**config.mk**
```make
export PLATFORM = sky130hd
export DESIGN_NAME = dct_block_loader
export DESIGN_NICKNAME = d
export VERILOG_FILES = /design/src/rtl/dct_block_loader.sv
export SDC_FILE = /design/constraint.sdc
export NUM_CORES = 1
export LEC_CHECK = 0
export ABC_AREA = 1
export CAP_MARGIN = 20
export CORE_AREA = 8 8 309 311
export CTS_BUF_LIST = sky130_fd_sc_hd__clkbuf_16
export CTS_CLUSTER_DIAMETER = 100
export DETAILED_ROUTE_END_ITERATION = 6
export DIE_AREA = 0 0 317 319
export PLACE_DENSITY_LB_ADDON = 0.15
export SLEW_MARGIN = 20
export SYNTH_ARGS = -nofsm -noshare
export SYNTH_HDL_FRONTEND = slang
export SYNTH_SLANG_ARGS = --single-unit
export TNS_END_PERCENT = 5
```
**constraint.sdc**
```tcl
create_clock -name clk -period 2.4 [get_ports clk]
set_input_delay 0.48 -clock clk [delete_from_list [all_inputs] [get_ports clk]]
set_output_delay 0.48 -clock clk [all_outputs]
set_load 0.01 [all_outputs]
```
**src/rtl/dct_block_loader.sv**
```systemverilog
// Ping-pong 8x8 block loader feeding the DCT row stage with 64-bit row vectors.
// Optional macro DCT_LEVEL_SHIFT_EN: emit pixel-128 (bit-7 inversion) instead of raw bytes.
module dct_block_loader #(
    parameter int PIX_W = 8,
    parameter int N     = 8
) (
    input  logic               clk,
    input  logic               rst_n,
    input  logic [PIX_W-1:0]   pix_in,
    input  logic               pix_valid,
    output logic               pix_ready,
    input  logic               dc_mode,
    output logic [N*PIX_W-1:0] row_data,
    output logic               row_valid,
    input  logic               row_ready,
    output logic [2:0]         row_idx,
    output logic               blk_last,
    output logic               control
);

    localparam int DEPTH = N * N;

    logic [PIX_W-1:0] mem [2][DEPTH];

    logic       wr_bank;
    logic       rd_bank;
    logic [5:0] wr_cnt;
    logic [2:0] rd_row;
    logic [1:0] full;
    logic [1:0] full_next;
    logic [1:0] mode;

    logic       accept;
    logic       xfer;
    logic       wr_last;
    logic       rd_last;
    logic [PIX_W-1:0] pix;

    assign pix_ready = rst_n && !full[wr_bank];
    assign accept    = pix_valid && pix_ready;
    assign wr_last   = (wr_cnt == 6'd63);

    assign row_valid = full[rd_bank];
    assign xfer      = row_valid && row_ready;
    assign rd_last   = (rd_row == 3'd7);

    assign row_idx   = rd_row;
    assign blk_last  = row_valid && rd_last;
    assign control   = row_valid ? mode[rd_bank] : 1'b0;

    // Fill and release always hit different banks, so both updates can apply in one cycle.
    always_comb begin
        full_next = full;
        if (accept && wr_last) full_next[wr_bank] = 1'b1;
        if (xfer && rd_last)   full_next[rd_bank] = 1'b0;
    end

    always_ff @(posedge clk) begin
        if (!rst_n) begin
            wr_bank <= 1'b0;
            rd_bank <= 1'b0;
            wr_cnt  <= '0;
            rd_row  <= '0;
            full    <= '0;
            mode    <= '0;
        end else begin
            full <= full_next;
            if (accept) begin
                if (wr_cnt == 6'd0) mode[wr_bank] <= dc_mode;
                wr_cnt <= wr_cnt + 6'd1;
                if (wr_last) wr_bank <= ~wr_bank;
            end
            if (xfer) begin
                rd_row <= rd_row + 3'd1;
                if (rd_last) rd_bank <= ~rd_bank;
            end
        end
    end

    // Storage is deliberately left out of reset; stale bytes are never presented.
    always_ff @(posedge clk) begin
        if (accept) mem[wr_bank][wr_cnt] <= pix_in;
    end

    always_comb begin
        row_data = '0;
        pix      = '0;
        for (int unsigned c = 0; c < N; c++) begin
            pix = mem[rd_bank][{rd_row, 3'(c)}];
`ifdef DCT_LEVEL_SHIFT_EN
            pix[PIX_W-1] = ~pix[PIX_W-1];
`endif
            row_data[(N-1-c)*PIX_W +: PIX_W] = pix;
        end
    end

endmodule

```
---- After elaboration in Yosys (flattened, before gate mapping) ----
Memories as Yosys holds them, arrays and structs flattened. A register that Yosys moved wholly into a read port is not among the register bits.
Index checks and enable logic that the tools add are counted.
cells by class
  bitwise operators ....................... 14
  add/subtract/negate cells ............... 2
  $lt $le $gt $ge ......................... 14
  shifts and indexed selects .............. 0
  multipliers ............................. 0
  div/mod/pow operators ................... 0
  equal/unequal tests ..................... 2
  reduce and logical (&&, ||, !) cells .... 14
  multiplexer cells ....................... 44
operators by type and width
  cell                                                                  count
  512-bit two-way mux                                                   1
  8-bit binary-select mux with 6-bit select                             8
  8-bit two-way mux                                                     17
  7-bit >= comparator, second input constant                            9
  6-bit NOT with 7-bit output                                           9
  8-bit demux with 6-bit select                                         1
  1-bit two-way mux                                                     12
  1-bit logical AND                                                     9
  7-bit by 1-bit < comparator with 1-bit output, second input constant  1
  6-bit by 1-bit adder with 6-bit output, second input constant         1
  6-bit equality test, second input constant                            1
  6-bit logical NOT                                                     1
  2-bit AND reduction                                                   3
  1-bit by 2-bit < comparator with 1-bit output, second input constant  2
  2-bit two-way mux                                                     2
  3-bit by 1-bit adder with 3-bit output, second input constant         1
  3-bit equality test, second input constant                            1
  2-bit bitwise AND                                                     1
  2-bit bitwise mux                                                     1
  1-bit demux with 1-bit select                                         2
  1-bit >= comparator, second input constant                            2
  1-bit NOT                                                             2
  2-bit NOT                                                             1
  2-bit bitwise OR                                                      1
  1-bit logical NOT                                                     1
storage, ports and cells
  latch bits .............................. 0
  memories ................................ 1
  bits in writable memories ............... 1024
  bits in read-only memories .............. 0
  register bits after elaboration ......... 15
  logic and storage cells ................. 97
  output and inout bits ................... 71
  input bits .............................. 13
memory list
  memory  words  width  rd ports  clocked after memory_dff  write ports  RTL line  source
  mem     2      512    1         1                         1            23        logic [PIX_W-1:0] mem [2][DEPTH];

---- Logic depth before layout (Yosys ltp) ----
  depth after elaboration ................. 9
  mapped depth ............................ 11
  gate-level depth less buffers ........... 8

---- Worst setup path before layout ----
OpenSTA, ideal clock, no wires.
  kind .................................... reg2reg
  start ................................... register wr_bank
  end ..................................... memory mem[0][64] (netlist bit) (enable)
  stages on the path, launching flop included .. 9
  arrival ................................. 1.645 ns
  clock period less this slack ............ 2.029 ns
  slack ................................... 0.371 ns
  library setup time ...................... 0.383 ns
  required time ........................... 2.017 ns
  path buffers ............................ 2
  cells stage by stage .................... dfxtp_1 > buf_2 > inv_2 > nand2_2 > nand3_2 > nor2_4 > nand2_1 > buf_2 > nor3_1
on the way
  longest elaborated chain between the ends .. 7
ends and longest elaborated chain
  item                                                   RTL line  source
  start, declared                                        25        logic wr_bank;
  start signal, assigned                                 71        if (wr_last) wr_bank <= ~wr_bank;
  1-bit two-way mux (not written as such) (2 in series)  39        assign pix_ready = rst_n && !full[wr_bank];
  1-bit logical NOT                                      39
  1-bit logical AND                                      39
  1-bit logical AND                                      40        assign accept = pix_valid && pix_ready;
  1-bit two-way mux                                      82        if (accept) mem[wr_bank][wr_cnt] <= pix_in;
  512-bit two-way mux (not written as such)              82
  end, declared                                          23
Several ways; a longest one is shown, not always the timed one. The select of a mux whose other input is x is not followed.

==> reports/summary.txt <==
status - finished, violations left
failing checks - design-rule violations, negative setup slack
most frequent cells after synthesis - edfxtp_1, nor2_1, nand2_1, nand3_1, inv_1
row count - 111
post-synth top area share - 71.6%
Worst slew margin - 28.3%
total gr overflow - 0
die area - 101000 sq um
crit-path cells - buf_12, buf_12, clkbuf_16, buf_4, nor2_1, nor2_1, o21ai_0, nand3_1, nand3_2, nand2_1, clkbuf_2
Area growth syn-to-layout - 23.2%
fin nets - 4042
switching share of power - 19.8%
leading area contributor after synthesis - edfxtp_1
largest family of logic cells by synthesized area - simple AND/OR/NAND/NOR gates
Worst Hold End - mem[1][285]$_DFFE_PP_
total core area - 90700 sq um
Crit path largest cell delay - 0.43 ns
WHS Path Cells - 1
Post-Syn Area - 43000 sq um
Post-Synth Adder-Cell Area - 0.116%
Synth Net Count - 3662
worst-skew pair later-pin latency - 0.68 ns
global-route wire length before repair - 168 mm
Die H - 319 microns
TritonCTS buffer count - 105
internal power - 0.0294 W
Syn Area/Cell - 11.8 sq um
fill count - 7235
pre-CTS WS - -0.154 ns
worst-margin pin slew - 1.08 ns
Critical-path top delay cell - dfxtp_4
Post-Layout Cell Count - 5296
number of global-route vias before repair - 27.2k
asr flop ratio synth - 0%
ANT nets after route - 0
period utilization - 121%
crit path DAT - 2.42 ns
Total Wirelength - 116 mm
placed insts - 5040
Synth Instances - 3645
worst r2r path cells - 6
Pwr Density - 692 nW/um^2
I/O Buffers - 83
initial antenna violation count - 1
Post-synth EDFFs - 1024
Min Hold Slack - 0.136 ns
Unique masters post-synth - 30
initial drt markers - 2912
gp weighted congestion - 0.814
CTS Root Cell - clkbuf_16
ys flop type - edfxtp_1
synth top area cells - edfxtp_1, nor2_1, nand2_1
CTS H-tree lvls - 3
Comb pwr share - 1.6%
largest net degree at the start of global routing - 72
max cap viols - 0
Worst R2R Start - wr_cnt[5]$_SDFFE_PN0N_
final worst setup slack - -0.496 ns
routed len/inst - 21.9 microns
Buf/Inv on CP - 5
final hold vios - 0
DP Wirelength - 69.0 mm
Hold Crit Class - in2reg
Placed Area - 47700 sq um
Sw Pwr - 0.00727 W
maximum vdd ir drop - 589 uV
Seq pwr share - 54.4%
I/O pin count - 84
most common cell in the netlist - edfxtp_1
clk slew on worst S/H paths - 0.06 ns
cts hold-fix bufs - 0
#FFs+latches synth - 1040
# diodes - 0
Synth Area in XOR/XNOR - 0.0204%
share of cells above drive strength 1 - 20.3%
CP Launch Type - flop
Pre-Repair DR Iteration Count - 7
Clk pwr share - 44.0%
Worst Clk Skew - 0.0191 ns
final slew viol count - 0
crit path capture type - output pin
Fmax - 0.345 GHz
Crit path max-delay family - buffers and inverters
Final Instance Area - 52900 sq um
DR vias/cell - 5.39
reg2reg end - mem[1][135]$_DFFE_PP_
via count - 28.5k
Tot GR Track Use - 21.6%
clk buf depth - 3
crit path kind - reg2out
sequential fraction of the synthesis area - 72.3%
RSZ-0062 raised after global routing - true
CTS sink cnt - 1040
hold path start - pix_in[5]
Final Critical Period - 2.90 ns
Post-Synth Simple-Gate Area - 16.3%
Die Wd - 317 microns
CTS tree - built
reg2reg setup slack - 0.27 ns
Compound-Gate Fraction of Synth Area - 6.44%
leakage power - 19.3 nW
Starting Density - 47.4%
post-synthesis mux area share - 0%
CP required - 1.92 ns
DRC Markers - 3
CP Max Fanout - 9
final setup vio count - 65
Synth warnings - 0
-- worst max path at each step --
| stage | from | to | slack (ns) | depth (start not counted) |
|---|---|---|---|---|
| global route | flop | row_data[39] | -0.58 | 11 |
| CTS | flop | row_data[9] | -0.89 | 8 |
| global placement | flop | row_data[56] | -0.15 | 9 |
| detailed placement | flop | row_data[12] | -0.15 | 10 |
| finish | flop | row_data[39] | -0.50 | 11 |
| floorplan | wr_bank$_SDFFE_PN0N_ | mem[0][64]$_DFFE_PP_ | 0.37 | 8 |
-- what timing repair did --
item	CTS	global route
pin swaps	3	135
gates cloned	0	31
setup buffers	3	34
gates resized for setup	26	412
setup endpoints to repair	71	71
-- cell families (layout without fill, tap and decap cells) --
kind of cell    Yosys count  in the layout
compound gates          477            477
xor+xnor                  1              1
fa+ha+maj                 4              4
buf+inv                 426            891
simple gates           1697           1697
flops                  1040           1040
-- metrics by stage --
step	util, %	power [W]	setup TNS (ns)
6_report	58.4	0.0366	-27.25
3_3_place_gp	52.6	0.0209	-32.38
3_5_place_dp	52.6	0.0209	-39.10
2_1_floorplan	-	0.0204	0
4_1_cts	56.4	0.0369	-52.74
5_1_grt	58.4	0.0376	-33.46
-- cell type report --
| class | count | area [sq um] | share of cell area [%] |
|---|---|---|---|
| clock buffers | 108 | 2700 | 5.11 |
| clock inverters | 84 | 693 | 1.31 |
| inverters | 194 | 756 | 1.43 |
| repair buffers | 504 | 5690 | 10.7 |
| flip-flops and latches | 1040 | 31100 | 58.7 |
| repair inverters | 1 | 8.76 | 0.0165 |
| multi-input cells | 2179 | 10500 | 19.8 |
| well taps | 1186 | 1480 | 2.80 |
-- power by group through the flow --
stage / clock network (W) / registers, W / logic, W
after CTS: 0.0164 / 0.0199 / 0.000579
final: 0.0161 / 0.0200 / 0.000570
after global routing: 0.0171 / 0.0199 / 0.000607
after detailed placement: 0 / 0.0203 / 0.000577
after global placement: 0 / 0.0203 / 0.000569
after floorplan: 0 / 0.0203 / 0.0000689
-- per-layer routing --
layer | vias up | wire (microns) | global-route usage, %
met5 | - | 0 | 0
met4 | 0 | 2680 | 5.87
met3 | 165 | 6830 | 2.76
met2 | 887 | 55900 | 34.9
met1 | 13900 | 50600 | 30.9
li1 | 13500 | - | -
-- cells in the final DEF, fill, tap and decap left out, types with 3 or more instances in the layout --
cell type | synthesis | layout
inv_1 | 188 | 209
clkbuf_16 | 0 | 135
buf_2 | 100 | 7
o21ai_1 | 165 | 182
nand3_2 | 1 | 78
ha_1 | 4 | 3
dlymetal6s2s_1 | 0 | 13
o21ai_0 | 138 | 110
nor3_2 | 3 | 3
nand3_1 | 397 | 319
edfxtp_1 | 1024 | 1024
a21oi_1 | 22 | 21
nand2_1 | 559 | 528
dfxtp_4 | 0 | 5
nand2_2 | 1 | 26
clkdlybuf4s50_1 | 0 | 4
buf_4 | 6 | 286
o21ai_2 | 0 | 9
nand2_4 | 0 | 6
bufinv_16 | 0 | 11
buf_8 | 3 | 9
inv_2 | 4 | 4
buf_16 | 0 | 16
buf_6 | 34 | 37
dfxtp_1 | 16 | 10
nor3_1 | 12 | 12
nor2_4 | 2 | 8
o211ai_1 | 152 | 152
buf_12 | 2 | 74
clkinv_1 | 1 | 22
clkinv_2 | 0 | 23
nor2_2 | 23 | 51
clkbuf_2 | 6 | 31
clkinv_8 | 0 | 3
nor2_1 | 698 | 664
-- flip-flops by register name, indices dropped and copies added, names as in the netlist, named ones only --
register and flops:
mem 1024, wr_cnt 6, row_idx 3, full 2, mode 2, rd_bank 1
wr_bank 1
No activity file was read; power rests on OpenSTA's default activity.
